===== src/rtl/sprite_palette_lut.sv =====
// Run-time writable sprite colour palette: banked LUT, transparent-index flag,
// two-stage registered lookup with a global fade-in/fade-out brightness level.
module sprite_palette_lut #(
  parameter int unsigned IDX_W      = 4,
  parameter int unsigned CH_W       = 4,
  parameter int unsigned NUM_PAL    = 4,
  parameter int unsigned TRANSP_IDX = 0,
  parameter int unsigned FADE_DIV   = 2,
  localparam int unsigned PAL_W     = (NUM_PAL > 1) ? $clog2(NUM_PAL) : 1
) (
  input  logic              Clk,
  input  logic              Reset_n,
  input  logic              pix_valid,
  input  logic [PAL_W-1:0]  pix_pal,
  input  logic [IDX_W-1:0]  pix_idx,
  output logic              out_valid,
  output logic [CH_W-1:0]   red,
  output logic [CH_W-1:0]   green,
  output logic [CH_W-1:0]   blue,
  output logic              transp,
  input  logic              vblank,
  input  logic              wr_valid,
  output logic              wr_ready,
  input  logic [PAL_W-1:0]  wr_pal,
  input  logic [IDX_W-1:0]  wr_idx,
  input  logic [3*CH_W-1:0] wr_rgb,
  input  logic              fade_start,
  input  logic              fade_dir,
  output logic              fade_busy,
  output logic              fade_done
);

  localparam int unsigned Entries = 2 ** IDX_W;
  localparam int unsigned RgbW    = 3 * CH_W;
  localparam int unsigned LvlW    = CH_W + 1;
  localparam int unsigned DivW    = (FADE_DIV > 1) ? $clog2(FADE_DIV) : 1;
  localparam logic [LvlW-1:0] LvlFull = LvlW'(2 ** CH_W);

  typedef enum logic [0:0] {StIdle, StFading} fade_st_e;

  logic [RgbW-1:0]  r_mem [NUM_PAL][Entries];
  logic             w_wr_en;
  logic [PAL_W-1:0] w_rd_pal;

  logic [RgbW-1:0]  r_s1_rgb;
  logic             r_s1_transp, r_s1_valid;
  logic [RgbW-1:0]  w_s2_rgb, r_s2_rgb;
  logic             r_s2_transp, r_s2_valid;

  fade_st_e         r_state, w_state_d;
  logic [LvlW-1:0]  r_level, w_level_d, w_step, w_tgt_cur, w_tgt_new;
  logic             r_dir, w_dir_d;
  logic [DivW-1:0]  r_cnt, w_cnt_d;
  logic             r_done, w_done_d;

  // Out-of-range banks: writes are dropped, reads alias onto the last bank.
  assign wr_ready = vblank;
  assign w_wr_en  = wr_valid && vblank && ({1'b0, wr_pal} < (PAL_W + 1)'(NUM_PAL));
  assign w_rd_pal = ({1'b0, pix_pal} >= (PAL_W + 1)'(NUM_PAL)) ? PAL_W'(NUM_PAL - 1) : pix_pal;

  always_ff @(posedge Clk or negedge Reset_n) begin
    if (!Reset_n) begin
      for (int unsigned p = 0; p < NUM_PAL; p++) begin
        for (int unsigned i = 0; i < Entries; i++) begin
          r_mem[p][i] <= {3{CH_W'(i)}};
        end
      end
    end else if (w_wr_en) begin
      r_mem[wr_pal][wr_idx] <= wr_rgb;
    end
  end

  function automatic logic [CH_W-1:0] scale(input logic [CH_W-1:0] c, input logic [LvlW-1:0] l);
    logic [CH_W+LvlW-1:0] prod;
    prod = {{LvlW{1'b0}}, c} * {{CH_W{1'b0}}, l};
    return prod[CH_W +: CH_W];
  endfunction

  always_comb begin
    w_s2_rgb = '0;
    if (!r_s1_transp) begin
      w_s2_rgb = {scale(r_s1_rgb[2*CH_W +: CH_W], r_level),
                  scale(r_s1_rgb[CH_W +: CH_W], r_level),
                  scale(r_s1_rgb[0 +: CH_W], r_level)};
    end
  end

  // Both stages load every cycle; the memory read sees pre-write data.
  always_ff @(posedge Clk or negedge Reset_n) begin
    if (!Reset_n) begin
      r_s1_rgb    <= '0;
      r_s1_transp <= 1'b0;
      r_s1_valid  <= 1'b0;
      r_s2_rgb    <= '0;
      r_s2_transp <= 1'b0;
      r_s2_valid  <= 1'b0;
    end else begin
      r_s1_rgb    <= r_mem[w_rd_pal][pix_idx];
      r_s1_transp <= (pix_idx == IDX_W'(TRANSP_IDX));
      r_s1_valid  <= pix_valid;
      r_s2_rgb    <= w_s2_rgb;
      r_s2_transp <= r_s1_transp;
      r_s2_valid  <= r_s1_valid;
    end
  end

  assign w_tgt_cur = r_dir ? LvlFull : '0;
  assign w_tgt_new = fade_dir ? LvlFull : '0;
  assign w_step    = r_dir ? ((r_level == LvlFull) ? r_level : r_level + 1'b1)
                           : ((r_level == '0) ? r_level : r_level - 1'b1);

  always_comb begin
    w_state_d = r_state;
    w_level_d = r_level;
    w_dir_d   = r_dir;
    w_cnt_d   = r_cnt;
    w_done_d  = 1'b0;
    if (fade_start) begin
      w_dir_d = fade_dir;
      w_cnt_d = '0;
      if (r_level == w_tgt_new) begin
        w_state_d = StIdle;
        w_done_d  = 1'b1;
      end else begin
        w_state_d = StFading;
      end
    end else if (r_state == StFading) begin
      if (r_cnt == DivW'(FADE_DIV - 1)) begin
        w_cnt_d   = '0;
        w_level_d = w_step;
        if (w_step == w_tgt_cur) begin
          w_state_d = StIdle;
          w_done_d  = 1'b1;
        end
      end else begin
        w_cnt_d = r_cnt + 1'b1;
      end
    end
  end

  always_ff @(posedge Clk or negedge Reset_n) begin
    if (!Reset_n) begin
      r_state <= StIdle;
      r_level <= LvlFull;
      r_dir   <= 1'b0;
      r_cnt   <= '0;
      r_done  <= 1'b0;
    end else begin
      r_state <= w_state_d;
      r_level <= w_level_d;
      r_dir   <= w_dir_d;
      r_cnt   <= w_cnt_d;
      r_done  <= w_done_d;
    end
  end

  assign out_valid = r_s2_valid;
  assign transp    = r_s2_transp;
  assign red       = r_s2_rgb[2*CH_W +: CH_W];
  assign green     = r_s2_rgb[CH_W +: CH_W];
  assign blue      = r_s2_rgb[0 +: CH_W];
  assign fade_busy = (r_state == StFading);
  assign fade_done = r_done;

endmodule

===== config.mk =====
export PLATFORM = sky130hd
export DESIGN_NAME = sprite_palette_lut
export DESIGN_NICKNAME = d
export VERILOG_FILES = /design/src/rtl/sprite_palette_lut.sv
export SDC_FILE = /design/constraint.sdc
export NUM_CORES = 1
export LEC_CHECK = 0
export BUFFER_PORTS_ARGS = -buffer_cell sky130_fd_sc_hd__buf_2
export CORE_UTILIZATION = 51
export CTS_BUF_LIST = sky130_fd_sc_hd__clkbuf_2 sky130_fd_sc_hd__clkbuf_4 sky130_fd_sc_hd__clkbuf_8
export CTS_CLUSTER_SIZE = 30
export DETAILED_ROUTE_END_ITERATION = 12
export PLACE_DENSITY_LB_ADDON = 0.15
export SLEW_MARGIN = 20
export SYNTH_ARGS = -nofsm -noshare
export SYNTH_HDL_FRONTEND = slang
export SYNTH_SLANG_ARGS = --single-unit

===== constraint.sdc =====
create_clock -name Clk -period 4.45 [get_ports Clk]
set_input_delay 0.2225 -clock Clk [delete_from_list [all_inputs] [get_ports Clk]]
set_output_delay 0.2225 -clock Clk [all_outputs]
set_load 0.05 [all_outputs]

==> results of run 1 <==
==> worst max-delay path, cell delays in order, from the launching register on <==
cell	delay [ns]
dfrtp_1	0.72
nand2_1	0.16
fa_1	0.56
inv_1	0.05
fa_1	0.43
ha_1	0.28
and4_1	0.20
a31oi_1	0.25
o21bai_1	0.20
a21oi_1	0.21
mux2_2	0.35
==> cells in the mapped netlist (3+ instances only) <==
cell      number  area [um2]
mux2i_1       53         531
or2_2          5        31.3
a31oi_1        3        18.8
dfrtp_1      420       10500
mux4_2       174        3920
o21ai_0       13        65.1
a211oi_1      18         135
and4_1         3        26.3
buf_4         11        82.6
mux2_2       722        8130
buf_6         11         124
nand3_1        5        25.0
and2_1        38         238
nand2_1       78         293
o21ai_1        3        15.0
inv_1         21        78.8
o21bai_1       4        30.0
xor2_1         3        26.3
or3_1          4        25.0
mux2_1        54         608
a21oi_1       27         135
xnor2_1       14         123
buf_2         34         170
o221ai_1      31         272
nor2_1        60         225
dfstp_2      385       10100
nor3_1        25         125
nand2b_1      14        87.6
clkbuf_1     163         612
a22oi_1       11        82.6
a22o_1        11        96.3
nor3b_1        3        22.5
o22ai_1       18         113
buf_1         18        67.6
a21o_1        10        75.1
ha_1          29         363
nand4_1        3        18.8
fa_1          15         300
a211o_1        6        52.6
nor2b_1       26         163
==> state kept, by name, indices dropped and copies added, names as in the netlist <==
name / flops
r_mem: 768
r_s2_rgb: 12
r_dir: 1
r_s1_transp: 1
out_valid: 1
fade_busy: 1
r_cnt: 1
fade_done: 1
r_s1_rgb: 12
r_level: 5
transp: 1
r_s1_valid: 1
==> through the flow <==
stage	utilization (%)	hold slack, ns	instances	worst slack (ns)	cell area (um2)
floorplan	-	-0.0731	2567	1.08	38300
global placement	53.1	0.332	3416	1.03	39400
detailed placement	53.1	0.336	3416	0.938	39400
CTS	57.4	0.0280	3688	0.923	42600
global route	57.4	0.0593	3689	0.691	42600
finish	57.4	0.0802	3689	0.923	42600
==> per-layer routing <==
layer | GRT usage, % | vias to the layer above
met5 | 0 | -
met4 | 9.08 | 4
met3 | 4.96 | 157
met2 | 40.4 | 591
met1 | 38.3 | 12300
li1 | - | 9528
==> power groups by stage <==
| stage | Sequential [W] | Combinational [W] | Clock (W) |
|---|---|---|---|
| CTS | 0.00861 | 0.00263 | 0.00747 |
| detailed placement | 0.00873 | 0.00261 | 0 |
| global route | 0.00870 | 0.00284 | 0.00782 |
| finish | 0.00862 | 0.00261 | 0.00730 |
| global placement | 0.00867 | 0.00252 | 0 |
| floorplan | 0.00871 | 0.00173 | 0 |
==> area by class of cell <==
cell class,count,area share [%]
inverter,22,0.194
multi-input combinational,1503,38.9
timing repair buffer,125,2.43
antenna,1,0.00587
clock inverter,19,0.370
tap,969,2.84
sequential,805,48.4
clock buffer,245,6.91
==> cells by family after synthesis <==
logic type               count (synthesis)
AO/OA/AOI/OAI                          162
XOR/XNOR                                17
adder cells (fa/ha/maj)                 44
buffers and inverters                  259
flip-flops                             805
multiplexers                          1003
AND/OR/NAND/NOR                        277
==> worst max-delay path by stage <==
stage | startpoint | endpoint | depth (start not counted) | slack (ns)
2_1_floorplan | r_level[2] | r_s2_rgb[6] | 12 | 1.08
3_3_place_gp | r_level[2] | r_s2_rgb[10] | 10 | 1.03
3_5_place_dp | r_level[2] | r_s2_rgb[6] | 10 | 0.94
4_1_cts | r_level[2] | r_s2_rgb[6] | 10 | 0.92
5_1_grt | r_level[2] | r_s2_rgb[6] | 10 | 0.69
6_report | r_level[2] | r_s2_rgb[6] | 10 | 0.92
==> results.tsv, run 1 <==
metric	value	unit
finish.net_count	2675	
die-height	276	um
cts.htree.levels	4	
floorplan.rows	100	
finalPower	0.0185	W
number_of_antenna_violations_at_the_first_check_in_global_routing	5	
syn-instance-count	2567	
mostFrequentLayoutCell	mux2_2	
clock_latency	0.78	ns
netSwitchingPower	0.00492	W
worst_hold_path_type	input pin to asynchronous set/reset pin	
multi_input_area	0.0166	mm2
clock_tree_from_tritoncts	done	
tritoncts.num_buffers	143	
detail_route.wirelength.met1	44700	um
rr_startpoint	r_level[2]	
period_needed	3.53	ns
grt_pass1_vias	24100	
max_cap_viol_count	0	
avgRoutedWirePerCell	26.7	um
share_seq_of_total_power	46.5	%
synthesis.nets	2642	
r2r_setup_slack	0.92	ns
critical_path.endpoint_type	register	
max_freq	0.283	GHz
compound_gate_fraction_of_synth_area	3.01	%
initial_core_util	51.5	%
port-buffer-count	47	
cp_max_fo	20	
routed.top_layer	met5	
worst_clock_skew	0.0274	ns
post_synth_and_or_nand_nor_area_fraction	3.62	%
synth_cell_types	56	
synthesis.yosys.warnings	0	
routed_wl	98400	um
critical_path.startpoint_type	register	
r2r_path_end	r_s2_rgb[6]	
core	0.0743	mm2
yosys-mux-area-fraction	34.4	%
floorplan.die.width	276	um
layout_common_cells	mux2_2, dfrtp_1, dfstp_2	
clock_tree_root_buffer_cell	clkbuf_8	
clk_transition_reported_paths	0.06	ns
largest_family_of_logic_cells_by_synthesized_area	multiplexers	
met2WireLength	45800	um
grt_setup_unrepaired	false	
timing.slew.headroom	21.6	%
ys_seq_area_share	53.8	%
post_synth_xor_area_fraction	0.389	%
tns	0	ns
worst-endpoint-arrival	4.19	ns
power_frac_clock	39.4	%
detail_route.first_pass.iterations	7	
grt.overflow.total	0	
comb_power_share	14.1	%
timing.setup.critical_path_class	register to register	
timing_hold_violations_final	0	
worstPathRequired	5.12	ns
ir_worst_vdd	0.000272	V
power.switching_fraction	26.6	%
drive_above_1_share	61.5	%
area_added_between_synthesis_and_finish	11.3	%
worst_slew_pin_slew	1.17	ns
setup_viol_count_final	0	
synth_edf_count	0	
ys_async_sr_fraction	100	%
post_cts.repair.setup_buffers	0	
timing.final.max_slew_violations	0	
filler_cell_count	5922	
half_perimeter_wire_length_of_the_detailed_placement_result	61400	um
groute.usage.overall	26.5	%
p_int	0.0136	W
synth.avg_cell_area	14.9	um2
ctsHoldBuffers	8	
postSynthRegisterBits	805	
vias_per_cell	6.13	
detailroute.via_count	22600	
leakage	19.2	nW
dieArea	0.0762	mm2
max-clock-path-buffers	3	
cts_num_sinks	805	
grt_max_degree	122	
rr_worst_depth	10	
finalCritPeriodShare	79.3	%
status	complete, no violations	
drt_iter0_drc	1561	
pwr_density_cell	434	mW/mm2
mappedNetlistArea	0.0383	mm2
met3WireLength	5260	um
yosys.area_share.adder	1.73	%
grt_first_pass_wirelength	152000	um
num_io_pins	48	
post_route_drc_violation_count	0	
synth_ff_type	dfrtp_1	
drt.antenna.violating_nets	0	
postCtsResizedCells	0	
register_area	0.0206	mm2
place_congestion	0.855	
Power figures use the tool's default switching activity.
==> inputs of run 2 (changes only) <==
--- a/config.mk
+++ b/config.mk
@@ -5,6 +5,7 @@
 export SDC_FILE = /design/constraint.sdc
 export NUM_CORES = 1
 export LEC_CHECK = 0
+export ABC_AREA = 1
 export BUFFER_PORTS_ARGS = -buffer_cell sky130_fd_sc_hd__buf_2
 export CORE_UTILIZATION = 51
 export CTS_BUF_LIST = sky130_fd_sc_hd__clkbuf_2 sky130_fd_sc_hd__clkbuf_4 sky130_fd_sc_hd__clkbuf_8
==> constraint.sdc (replaced) <==
create_clock -name Clk -period 3.1 [get_ports Clk]
set_input_delay 0.155 -clock Clk [delete_from_list [all_inputs] [get_ports Clk]]
set_output_delay 0.155 -clock Clk [all_outputs]
set_load 0.05 [all_outputs]
==> run 2 against run 1 <==
- count of clock-buffer cells in the layout decreased by 3
- power is 44% higher
- critical path type unchanged
- global-route usage grew 2.6 points
- die area is 2.6% higher
==> results.tsv, run 2 <==
metric	value	unit
status	complete, no violations	
max_cap_viol_count	0	
num_io_pins	48	
place_congestion	0.867	
grt_max_degree	139	
cp_max_fo	12	
number_of_antenna_violations_at_the_first_check_in_global_routing	2	
netlist_top_cells_count	nand2_1, o21ai_0, dfrtp_1, dfstp_2, nand3_1	
setup_viol_count_final	0	
worst_hold_path_type	input pin to register	
worst_clock_skew	0.0271	ns
synthMostInstantiatedCell	nand2_1	
groute.usage.overall	29.0	%
critPathSlowestCell	dfrtp_1	
grt_met2_use	43.6	%
drive_above_1_share	16.2	%
postCtsResizedCells	0	
die-height	280	um
critical_path.startpoint_type	register	
finish.net_count	5078	
grt.overflow.total	0	
mostFrequentLayoutCell	nand2_1	
filler_cell_count	7261	
ys_seq_area_share	52.5	%
half_perimeter_wire_length_of_the_detailed_placement_result	67300	um
clock_tree_root_buffer_cell	clkbuf_8	
worst_path_largest_cell_delay	0.53	ns
global_route.usage.met3	5.77	%
leakage	19.7	nW
synth_ff_type	dfrtp_1	
yosysTopAreaCellShare	26.7	%
critical_path.endpoint_type	register	
avgRoutedWirePerCell	18.2	um
clk_transition_reported_paths	0.06	ns
timing.final.max_slew_violations	0	
synth_edf_count	0	
vias_per_cell	5.36	
timing_hold_violations_final	0	
clock_latency	0.78	ns
area_added_between_synthesis_and_finish	10.4	%
tns	0	ns
drt.antenna.violating_nets	0	
max_flop_register	r_mem	
syn-instance-count	5079	
cp_cell_sequence	nand2_1 > inv_1 > fa_1 > inv_1 > fa_1 > inv_1 > ha_1 > a21o_1 > o21bai_1 > o21ai_0 > a21oi_1	
core	0.0761	mm2
reg_top3	r_mem (768), r_s1_rgb (12), r_s2_rgb (12)	
path_buf_inv	3	
globalRoute.busiestLayer	met2	
synth_area_leaders	dfrtp_1, dfstp_2, nand2_1, o21ai_0, nand3_1	
cts_num_sinks	805	
grt_pass1_vias	30400	
layout_common_cells	nand2_1, o21ai_0, dfrtp_1	
max_freq	0.355	GHz
ys_async_sr_fraction	100	%
synthesis.nets	5154	
postSynthRegisterBits	805	
finalPower	0.0266	W
period_needed	2.82	ns
floorplan.die.width	280	um
initial_core_util	51.7	%
mappedNetlistArea	0.0393	mm2
globalRouteMet1Util	42.5	%
tritoncts.num_buffers	141	
detail_route.first_pass.iterations	6	
dieArea	0.0782	mm2
critical_path.top_delay_family	adder cells	
worstPathRequired	3.76	ns
post_route_drc_violation_count	0	
max-clock-path-buffers	3	
ir_worst_vdd	0.000380	V
timing.setup.critical_path_class	register to register	
clock_tree_from_tritoncts	done	
routed_wl	112000	um
fin_hold_ws	0.182	ns
synth_cell_types	32	
port-buffer-count	47	
largest_register_ff_count	768	
worst_path_most_repeated_cell	inv_1	
grt_setup_unrepaired	false	
worst_slew_pin_slew	0.924	ns
synthesis.yosys.warnings	0	
synth.avg_cell_area	7.74	um2
floorplan.rows	101	
timing.slew.headroom	38.2	%
cts.htree.levels	4	
pwr_density_cell	614	mW/mm2
synth_area_leader_cell	dfrtp_1	
worst-endpoint-arrival	3.48	ns
drt_iter0_drc	3290	
finalCritPeriodShare	90.8	%
grt_first_pass_wirelength	177000	um
detailroute.via_count	33000	
## run 2: where the power goes
part	leakage [nW]	switching [W]	internal, W
sequential	9.68	0.000564	0.0118
combinational	8.48	0.00275	0.00135
clock	1.59	0.00440	0.00581
## run 2: path summary, 6_finish.rpt
kind                             from     endpoint  slack (ns)  cells past startpoint
setup / recovery           r_level[2]  r_s2_rgb[9]        0.28                     11
hold / removal             pix_idx[2]  r_s1_rgb[6]        0.18                      7
setup reg to reg           r_level[2]  r_s2_rgb[9]        0.28                     11
hold reg to reg            r_s1_valid    out_valid        0.35                      0
max in group asynchronous     Reset_n   r_mem[116]        1.25                      4
min in group asynchronous     Reset_n   r_mem[722]        0.54                      3
## run 2: timing repair
item                                    4_1_cts  5_1_grt
endpoints found under the setup margin        0        0
buffers inserted                              0        0
endpoints found under the hold margin       732        0
hold buffers                                 22        0
## run 2: kinds of logic (layout without fill, tap and decap cells)
group,Yosys count,after routing,synth area share [%]
compound gates,981,981,12.6
xor+xnor,11,11,0.245
fa+ha+maj,44,44,1.69
buf+inv,713,748,7.38
flops,805,805,52.5
other cells,0,2,0
simple gates,2525,2525,25.7
## run 2: stage by stage
| stage | worst slack, ns | std cells | instance area, um2 | util [%] |
|---|---|---|---|---|
| global placement | 0.315 | 5868 | 40200 | 52.9 |
| detailed placement | 0.287 | 5868 | 40200 | 52.9 |
| floorplan | 0.0847 | 5079 | 39300 | - |
| CTS | 0.290 | 6144 | 43400 | 57.1 |
| global route | 0.0727 | 6145 | 43400 | 57.1 |
| finish | 0.284 | 6146 | 43400 | 57.1 |
## run 2: area by class of cell
class	instances	area (um2)	area share, %
Clock buffer	242	2880	6.63
Multi-Input combinational cell	3561	15800	36.4
Tap cell	1030	1290	2.97
Antenna cell	2	5.00	0.0115
Clock inverter	12	77.6	0.179
Sequential cell	805	20600	47.5
Timing Repair Buffer	152	1430	3.29
Inverter	342	1300	2.99
## run 2: per-layer routing
metal	wire length, um	vias up	share of wire [%]
li1	-	16000	-
met1	51700	15800	46
met2	49500	1046	44
met3	8090	157	7.2
met4	2380	0	2.1
met5	0	-	0
## run 2: tightest hold or removal path: cells and delay by family
| family | cells | cell delay (ns) |
|---|---|---|
| buf+inv | 2 | 0.37 |
| simple gates | 5 | 0.38 |
